### src/rtl/fpu_cmp_sched_pkg.sv
// Shared encodings and types for the FP compare scheduler.
package fpu_cmp_sched_pkg;

  localparam logic [1:0] OP_LT = 2'b00;
  localparam logic [1:0] OP_LE = 2'b01;
  localparam logic [1:0] OP_EQ = 2'b10;

  localparam int ID_W = 1;

  typedef struct packed {
    logic            valid;
    logic [ID_W-1:0] id;
  } pipe_entry_t;

endpackage

### src/rtl/cmp_res_fifo.sv
// First-word-fall-through result FIFO, 32-bit entries, with occupancy count.
module cmp_res_fifo #(
  parameter int DEPTH = 2
) (
  input  logic                           clk,
  input  logic                           rst,
  input  logic                           push,
  input  logic [31:0]                    push_data,
  input  logic                           pop,
  output logic                           out_valid,
  output logic [31:0]                    out_data,
  output logic [$clog2(DEPTH+1)-1:0]     count
);

  localparam int AW = $clog2(DEPTH);
  localparam int CW = $clog2(DEPTH+1);

  logic [31:0]   mem [DEPTH];
  logic [AW-1:0] wr_ptr;
  logic [AW-1:0] rd_ptr;
  logic          do_pop;

  assign out_valid = (count != '0);
  assign out_data  = out_valid ? mem[rd_ptr] : '0;
  assign do_pop    = pop & out_valid;

  // When full, wr_ptr aliases rd_ptr; the head is read before the edge, so a
  // simultaneous push and pop at full is safe.
  always_ff @(posedge clk) begin
    if (push) mem[wr_ptr] <= push_data;
  end

  always_ff @(posedge clk or posedge rst) begin
    if (rst) begin
      wr_ptr <= '0;
      rd_ptr <= '0;
      count  <= '0;
    end else begin
      if (push)   wr_ptr <= wr_ptr + AW'(1);
      if (do_pop) rd_ptr <= rd_ptr + AW'(1);
      count <= count + CW'(push) - CW'(do_pop);
    end
  end

endmodule

### src/rtl/fpu_cmp_sched.sv
// Round-robin, credit-based sharing of one pipelined FP comparator between
// two requesters, with per-requester FWFT result FIFOs.
module fpu_cmp_sched
  import fpu_cmp_sched_pkg::*;
#(
  parameter int CMP_LAT = 1,
  parameter int DEPTH   = 2
) (
  input  logic        clk,
  input  logic        rst,
  input  logic        r0_valid,
  output logic        r0_ready,
  input  logic [1:0]  r0_op,
  input  logic [31:0] r0_a,
  input  logic [31:0] r0_b,
  output logic        r0_res_valid,
  input  logic        r0_res_ready,
  output logic [31:0] r0_res_data,
  input  logic        r1_valid,
  output logic        r1_ready,
  input  logic [1:0]  r1_op,
  input  logic [31:0] r1_a,
  input  logic [31:0] r1_b,
  output logic        r1_res_valid,
  input  logic        r1_res_ready,
  output logic [31:0] r1_res_data,
  output logic [31:0] cmp_a,
  output logic [31:0] cmp_b,
  output logic        cmp_is_eq,
  output logic        cmp_is_le,
  input  logic [31:0] cmp_q
);

  localparam int CW = $clog2(DEPTH+1);

  logic [CW-1:0] inflight0, inflight1;
  logic [CW-1:0] count0, count1;
  logic [CW:0]   out0, out1;
  logic          pop0, pop1;
  logic          elig0, elig1;
  logic          req0, req1;
  logic          grant0, grant1;
  logic          last_gnt;
  logic          cap0, cap1;
  logic          cmp_q_unused;
  pipe_entry_t   pipe [CMP_LAT+1];

  assign cmp_q_unused = ^cmp_q[31:1];

  assign pop0 = r0_res_valid & r0_res_ready;
  assign pop1 = r1_res_valid & r1_res_ready;
  assign out0 = {1'b0, inflight0} + {1'b0, count0};
  assign out1 = {1'b0, inflight1} + {1'b0, count1};

  // A slot freed by a pop this cycle can be reused by a grant this cycle.
  assign elig0 = (out0 < (CW+1)'(DEPTH)) | pop0;
  assign elig1 = (out1 < (CW+1)'(DEPTH)) | pop1;

  // Handshake: a request transfers on the edge where valid & ready are both
  // high; ready may depend on valid, never the reverse; payload is held until
  // accepted. Results use the same rule on res_valid/res_ready.
  always_comb begin
    req0   = r0_valid & elig0 & ~rst;
    req1   = r1_valid & elig1 & ~rst;
    grant0 = req0 & (~req1 | last_gnt);
    grant1 = req1 & (~req0 | ~last_gnt);
  end

  assign r0_ready = grant0;
  assign r1_ready = grant1;

  assign cap0 = pipe[CMP_LAT].valid & (pipe[CMP_LAT].id == ID_W'(0));
  assign cap1 = pipe[CMP_LAT].valid & (pipe[CMP_LAT].id == ID_W'(1));

  always_ff @(posedge clk or posedge rst) begin
    if (rst) begin
      last_gnt  <= 1'b1;
      cmp_a     <= '0;
      cmp_b     <= '0;
      cmp_is_eq <= 1'b0;
      cmp_is_le <= 1'b0;
      inflight0 <= '0;
      inflight1 <= '0;
      for (int k = 0; k <= CMP_LAT; k++) pipe[k] <= '0;
    end else begin
      if (grant0 | grant1) begin
        last_gnt  <= grant1;
        cmp_a     <= grant1 ? r1_a : r0_a;
        cmp_b     <= grant1 ? r1_b : r0_b;
        cmp_is_eq <= grant1 ? r1_op[1] : r0_op[1];
        cmp_is_le <= grant1 ? r1_op[0] : r0_op[0];
      end
      pipe[0].valid <= grant0 | grant1;
      pipe[0].id    <= ID_W'(grant1);
      for (int k = 1; k <= CMP_LAT; k++) pipe[k] <= pipe[k-1];
      inflight0 <= inflight0 + CW'(grant0) - CW'(cap0);
      inflight1 <= inflight1 + CW'(grant1) - CW'(cap1);
    end
  end

  cmp_res_fifo #(.DEPTH(DEPTH)) u_fifo0 (
    .clk       (clk),
    .rst       (rst),
    .push      (cap0),
    .push_data ({31'b0, cmp_q[0]}),
    .pop       (r0_res_ready),
    .out_valid (r0_res_valid),
    .out_data  (r0_res_data),
    .count     (count0)
  );

  cmp_res_fifo #(.DEPTH(DEPTH)) u_fifo1 (
    .clk       (clk),
    .rst       (rst),
    .push      (cap1),
    .push_data ({31'b0, cmp_q[0]}),
    .pop       (r1_res_ready),
    .out_valid (r1_res_valid),
    .out_data  (r1_res_data),
    .count     (count1)
  );

endmodule

### config.mk
export PLATFORM = sky130hd
export DESIGN_NAME = fpu_cmp_sched
export DESIGN_NICKNAME = d
export VERILOG_FILES = /design/src/rtl/fpu_cmp_sched_pkg.sv /design/src/rtl/cmp_res_fifo.sv /design/src/rtl/fpu_cmp_sched.sv
export SDC_FILE = /design/constraint.sdc
export NUM_CORES = 1
export LEC_CHECK = 0
export BUFFER_PORTS_ARGS = -buffer_cell sky130_fd_sc_hd__buf_2
export CORE_ASPECT_RATIO = 1.2
export CORE_MARGIN = 5
export CORE_UTILIZATION = 30
export DETAILED_ROUTE_END_ITERATION = 12
export PLACE_DENSITY = 0.71
export SKIP_LAST_GASP = 1
export SLEW_MARGIN = 15
export SYNTH_ARGS = -nofsm -noshare
export SYNTH_HDL_FRONTEND = slang
export SYNTH_SLANG_ARGS = --single-unit
### constraint.sdc
create_clock -name clk -period 3.5 [get_ports clk]
set_input_delay 0.35 -clock clk [delete_from_list [all_inputs] [get_ports clk]]
set_output_delay 0.35 -clock clk [all_outputs]
set_load 0.005 [all_outputs]
; ---- Word-level counts from Yosys, hierarchy flattened
; Memories as Yosys holds them, arrays and structs flattened.
; Index checks and enable logic that the tools add are counted.
[totals]
regBits = 83
latchBits = 0
ramBits = 4
romBits = 0
inputBits = 170
output_inout_bits = 134
word_cells = 67
memories = 2
[classes]
addsub = 14
n_mul = 0
div_mod_pow = 0
order_cmp = 2
n_eq_ne = 0
shift = 0
n_mux = 10
bitwise = 20
n_reduce_logical = 2
[memory_table]
columns = name, depth, width, read_ports, rd_ports_with_merged_regs, wr, line_no
row1 = u_fifo0.mem, 2, 1, 1, 0, 1, cmp_res_fifo.sv:18  ; logic [31:0] mem [DEPTH];
row2 = u_fifo1.mem, 2, 1, 1, 0, 1, cmp_res_fifo.sv:18
[ops]
columns = op, count
row1 = $mux 32, 4
row2 = $and 1x1->1, 10
row3 = $add 2x1->2, 4
row4 = $sub 2x1->2, 4
row5 = $add 2x2->3, 2
row6 = $lt 3x2->1 const B, 2
row7 = $mux 1, 6
row8 = $not 1->1, 5
row9 = $or 1x1->1, 5
row10 = $add 1x1->1 const B, 4
row11 = $reduce_bool 2->1, 2

; ---- Longest topological paths before layout
[depth]
ltp_word = 10
depth_mapped = 10
ltp_nobuf = 9

; ---- Cells and area by module
; Synthesis repeated with hierarchy kept, for this count alone.
[unflattened]
cells_unflattened = 659
area_unflattened_um2 = 9236.4
[by_module_without_submodules]
columns = module, instances, cells_each, area_per_inst_um2, seq_area_each_um2
row1 = cmp_res_fifo, 2, 154, 2653.8, 2021.9
row2 = fpu_cmp_sched, 1, 351, 3928.8, 1878.1

; ---- Worst setup path after synthesis
; Ideal clock, no wire load.
[synth_timing]
path_type = input-to-output
start = in rst
end = out r1_ready
arrival_ns = 2.932
t_required_ns = 3.150
setup_slack_ns = 0.218
stages = 4
path_buffers = 1
path_cell_list = inv_1 > o211a_4 > clkbuf_1 > and2_1
[synth_via]
elab_chain_len = 5
elab_cells_between_ends = 6
cone_classes = bitwise: 6
[synth_lines]
columns = element, line_no
row1 = start: declaration, fpu_cmp_sched.sv:10  ; input logic rst,
row2 = $not 1->1 (*), "fpu_cmp_sched.sv:63, fpu_cmp_sched.sv:64"
row3 = $and 1x1->1, fpu_cmp_sched.sv:63  ; req0 = r0_valid & elig0 & ~rst;
row4 = $not 1->1, fpu_cmp_sched.sv:66  ; grant1 = req1 & (~req0 | ~last_gnt);
row5 = $or 1x1->1, fpu_cmp_sched.sv:66
row6 = $and 1x1->1 (*), fpu_cmp_sched.sv:66
row7 = end: declaration, fpu_cmp_sched.sv:20  ; output logic r1_ready,
; Mark *: on every way between the ends. The rest lies on a longest branch, timed or not.

; ---- Worst setup path in the final report
[layout_timing]
start = reg u_fifo0.count[0]
end = out r1_ready
[layout_via]
elab_chain_len = 8
elab_cells_between_ends = 10
cone_classes = add/sub: 1 / order compare: 1 / bitwise: 7 / reduce/logical: 1
[layout_lines]
columns = element, line_no
row1 = start: declaration, cmp_res_fifo.sv:12  ; output logic [$clog2(DEPTH+1)-1:0] count
row2 = start signal: assignment, cmp_res_fifo.sv:41  ; count <= count + CW'(push) - CW'(do_pop);
row3 = $add 2x2->3 or $reduce_bool 2->1 (tied branches), "fpu_cmp_sched.sv:52, cmp_res_fifo.sv:23"
row4 = $lt 3x2->1 or $and 1x1->1 (tied branches), "fpu_cmp_sched.sv:56, fpu_cmp_sched.sv:50"
row5 = $or 1x1->1 (*), fpu_cmp_sched.sv:56  ; assign elig0 = (out0 < (CW+1)'(DEPTH)) | pop0;
row6 = $and 1x1->1 (*) (2 in series), fpu_cmp_sched.sv:63
row7 = $not 1->1 (*), fpu_cmp_sched.sv:66
row8 = $or 1x1->1 (*), fpu_cmp_sched.sv:66
row9 = $and 1x1->1 (*), fpu_cmp_sched.sv:66
; Marked as above.

==> results.md <==
- Synth warn: 0
- RD Place Congestion: 0.7594
- Post-synthesis mux area share: 0.004543
- Starting Density: 0.3057
- Global-route wire length before repair: 19.34 mm
- Worst-Margin Slew: 687.3 ps
- Die ar.: 0.01722 mm^2
- Total grt overflow: 0
- Setup Fix Bufs, Post-CTS: 0
- Via/cell ratio: 4.767
- Adder-Cell Fraction of Synth Area: 0.02896
- Complex-gate fraction of the synthesized area: 0.1732
- Clk sinks: 87
- Crit-path max cell delay: 580 ps
- Largest family of logic cells by synthesized area: compound AO/OA/AOI/OAI gates
- Setup Skew: 5.899 ps
- Largest cells by area after synthesis: dfrtp_1 47%, a221o_1 15%, buf_4 11%
- Worst-skew pair later-pin latency: 330 ps
- Critical-path cell list: inv_1 > nor2_1 > fa_1 > nor2_1 > o211ai_4 > and2_1 > buf_2
- Die width: 120.6 um
- Vias in the first global route: 3725
- Cell accounting for the most synthesized area: dfrtp_1
- Die Y: 142.8 um
- # diodes: 0
- HPWL after DPL: 9.358 mm
- Critical path type: flip-flop to output port
- CTS Buffer Depth: 2
- Gr usage total: 0.1433
- Cell Int Power: 2.985 mW
- Routed Antenna Nets: 0
- Gr busiest metal: met2
- Hold Vio Cnt, Final: 0
- Share of layout cells above drive strength 1: 0.4197
- Worst Path Arrival: 2440 ps
- Critical Path Most Common Cell: nor2_1
- Ys async rst share: 0.9540
- Total wire length after detailed routing: 12.82 mm
- Initial antenna violation count: 3
- Clock Power Share: 0.195
- Total number of vias: 3594
- Post-synth EDFFs: 4
- Sw Ratio: 0.3580
- CORE AREA: 0.01441 mm^2
- Area grow syn2layout: 27.34%
- Drt wl/cell: 17.00 um
- GR Layer Usage met1: 0.1625
- 1st-pass router iterations: 4
- Setup violators final: 0
- RSZ-0062 raised after global routing: false
- Max-slew headroom: 0.5418
- Crit share post-route: 0.7958
- Type of the tightest min-delay check: input pin to asynchronous set/reset pin
- Flops & latches, synth: 87
- Slowest-stage cell, CP: o211ai_4
- Post-synthesis simple-gate area fraction: 0.1119
- Flop pwr share: 0.380
- Cts-stage hold buffer count: 0
- Worst-path maximum fanout: 24
- Main flop type after synthesis: dfrtp_1
- Met2 usage: 0.2629
- Critical Path RT: 3150 ps
- Status: finished clean
- Crit. End Element: output port
- TritonCTS buffer count: 9
- Setup tns final: 0 ps
- CTS tree: yes
- IO Pins: 304
- Synth unique cells: 32
- Fmax: 359.0 MHz
- H-tree levels: 3
- Remaining routing DRC violations: 0
- Combinational share of power: 0.425
- Clock-pin slew of the registers on the worst-case setup and hold paths: 70 ps
- CTS Root Cell: clkbuf_16
- Num rows: 48
- Post-Syn Area: 0.004407 mm^2
- Final Critical Period: 2785 ps
- Xor and xnor area share after synthesis: 0.02584
- Mean Syn Cell Area: 11.78 um^2
- Switching power: 1.665 mW
- Static leakage: 3.165 nW
- Crit start category: flip-flop
- Pin count of the biggest net entering global routing: 55
- Seq/Total Area, Yosys: 0.4989
- Post_cts resized: 0
- Total Nets Final: 753
- Maximum vdd ir drop: 0.2921 mV
- Met3 Use GR: 0.04200
- Max-cap violations: 0
- IO Port Bufs: 210
- DR iter-0 viols: 195
- Pwr dens: 828.6 mW/mm^2
- Hold_ws: 139.1 ps
- Synth top area share: 0.4656
- Final Max Tran Viols: 0
- Synth Instances: 374
metrics by stage:
stage	std cells	area (um^2)	util	power, mW	setup WS, ps
finish	754	5612	0.3893	4.650	714.6
global route	754	5612	0.3893	5.013	517.7
CTS	754	5612	0.3893	4.733	665.3
detailed placement	738	5339	0.3704	3.800	752.5
global placement	738	5339	0.3704	3.741	769.2
floorplan	435	4636	-	3.080	218.0
registers in the layout, indices dropped and copies added, names as in the netlist:
register,flops
cmp_a,32
cmp_b,32
cmp_is_eq,1
cmp_is_le,1
inflight0,2
inflight1,2
last_gnt,1
pipe,4
u_fifo0.count,2
u_fifo0.mem,2
u_fifo0.rd_ptr,1
u_fifo0.wr_ptr,1
u_fifo1.count,2
u_fifo1.mem,2
u_fifo1.rd_ptr,1
u_fifo1.wr_ptr,1
layout make-up:
type                            instances  area (um^2)
Multi-Input combinational cell        245         1760
Tap cell                              175        219.0
Fill cell                            1441         8802
Timing Repair Buffer                  218         1111
Sequential cell                        87         2198
Clock inverter                          6        43.79
Clock buffer                           10        229.0
Inverter                               13        50.05
layer usage:
metal  vias to the layer above  share of wire
met5                         -         0.0036
met4                         6          0.012
met3                        15          0.085
met2                       185           0.52
met1                      1721           0.38
li1                       1667              -
cell usage in the layout (no fill, tap or decap), types with 2 or more instances in the layout:
master     instances
and3_1            67
nor2_1            10
o21ai_2            2
mux2i_1            2
xor2_1             3
edfxtp_1           4
dfrtp_1           82
and2_1             2
conb_1            62
inv_6              2
buf_4              8
fa_1               2
xnor2_1           10
clkbuf_16          9
buf_2            210
inv_1             12
ha_1               7
a221o_1           66
clkinv_2           3
worst max-delay path, delay by kind of cell, from the launching register on:
kind | cells | cell delay, ps
adders and majority gates | 1 | 480
buffers and inverters | 2 | 230
DFF | 1 | 390
and+or+nand+nor | 3 | 420
AOI/OAI and AO/OA | 1 | 580
power by group through the flow:
stage	sequential [mW]	clock, mW	combinational [mW]
6_report	1.77	0.905	1.98
5_1_grt	1.83	0.977	2.21
4_1_cts	1.77	0.944	2.02
3_5_place_dp	1.78	0	2.02
3_3_place_gp	1.77	0	1.97
2_1_floorplan	1.79	0	1.29
kinds of logic (layout without fill, tap and decap cells):
logic type	count (synthesis)	after routing
adders and majority gates	9	9
and+or+nand+nor	83	83
AOI/OAI and AO/OA	76	76
buffers and inverters	103	247
DFF	87	87
muxes	2	2
xor gates and xnor gates	13	13
other	1	62
synthesized netlist by cell type, types with 2 or more instances:
cell type and instances:
buf_6 7, buf_4 63, buf_2 7, o21ai_2 2, and3_1 67, clkbuf_2 2, and2_1 2, a221o_1 66
edfxtp_1 4, clkbuf_1 11, dfrtp_1 82, nor2_1 10, mux2i_1 2, xnor2_1 10, inv_1 13, ha_1 7
fa_1 2, xor2_1 3
worst paths after layout:
path	start	endpoint	slack, ps	cells past startpoint
max in group asynchronous	rst	cmp_b[7]	2330	4
min in group clk	r0_a[5]	cmp_a[5]	240	2
worst min register to register	pipe[2]	pipe[0]	350	0
worst max-delay path	u_fifo0.count[0]	r1_ready	710	7
worst max register to register	u_fifo0.count[0]	cmp_b[10]	740	8
worst min-delay path	rst	cmp_a[21]	140	3
(Power assumes the default switching activity.)
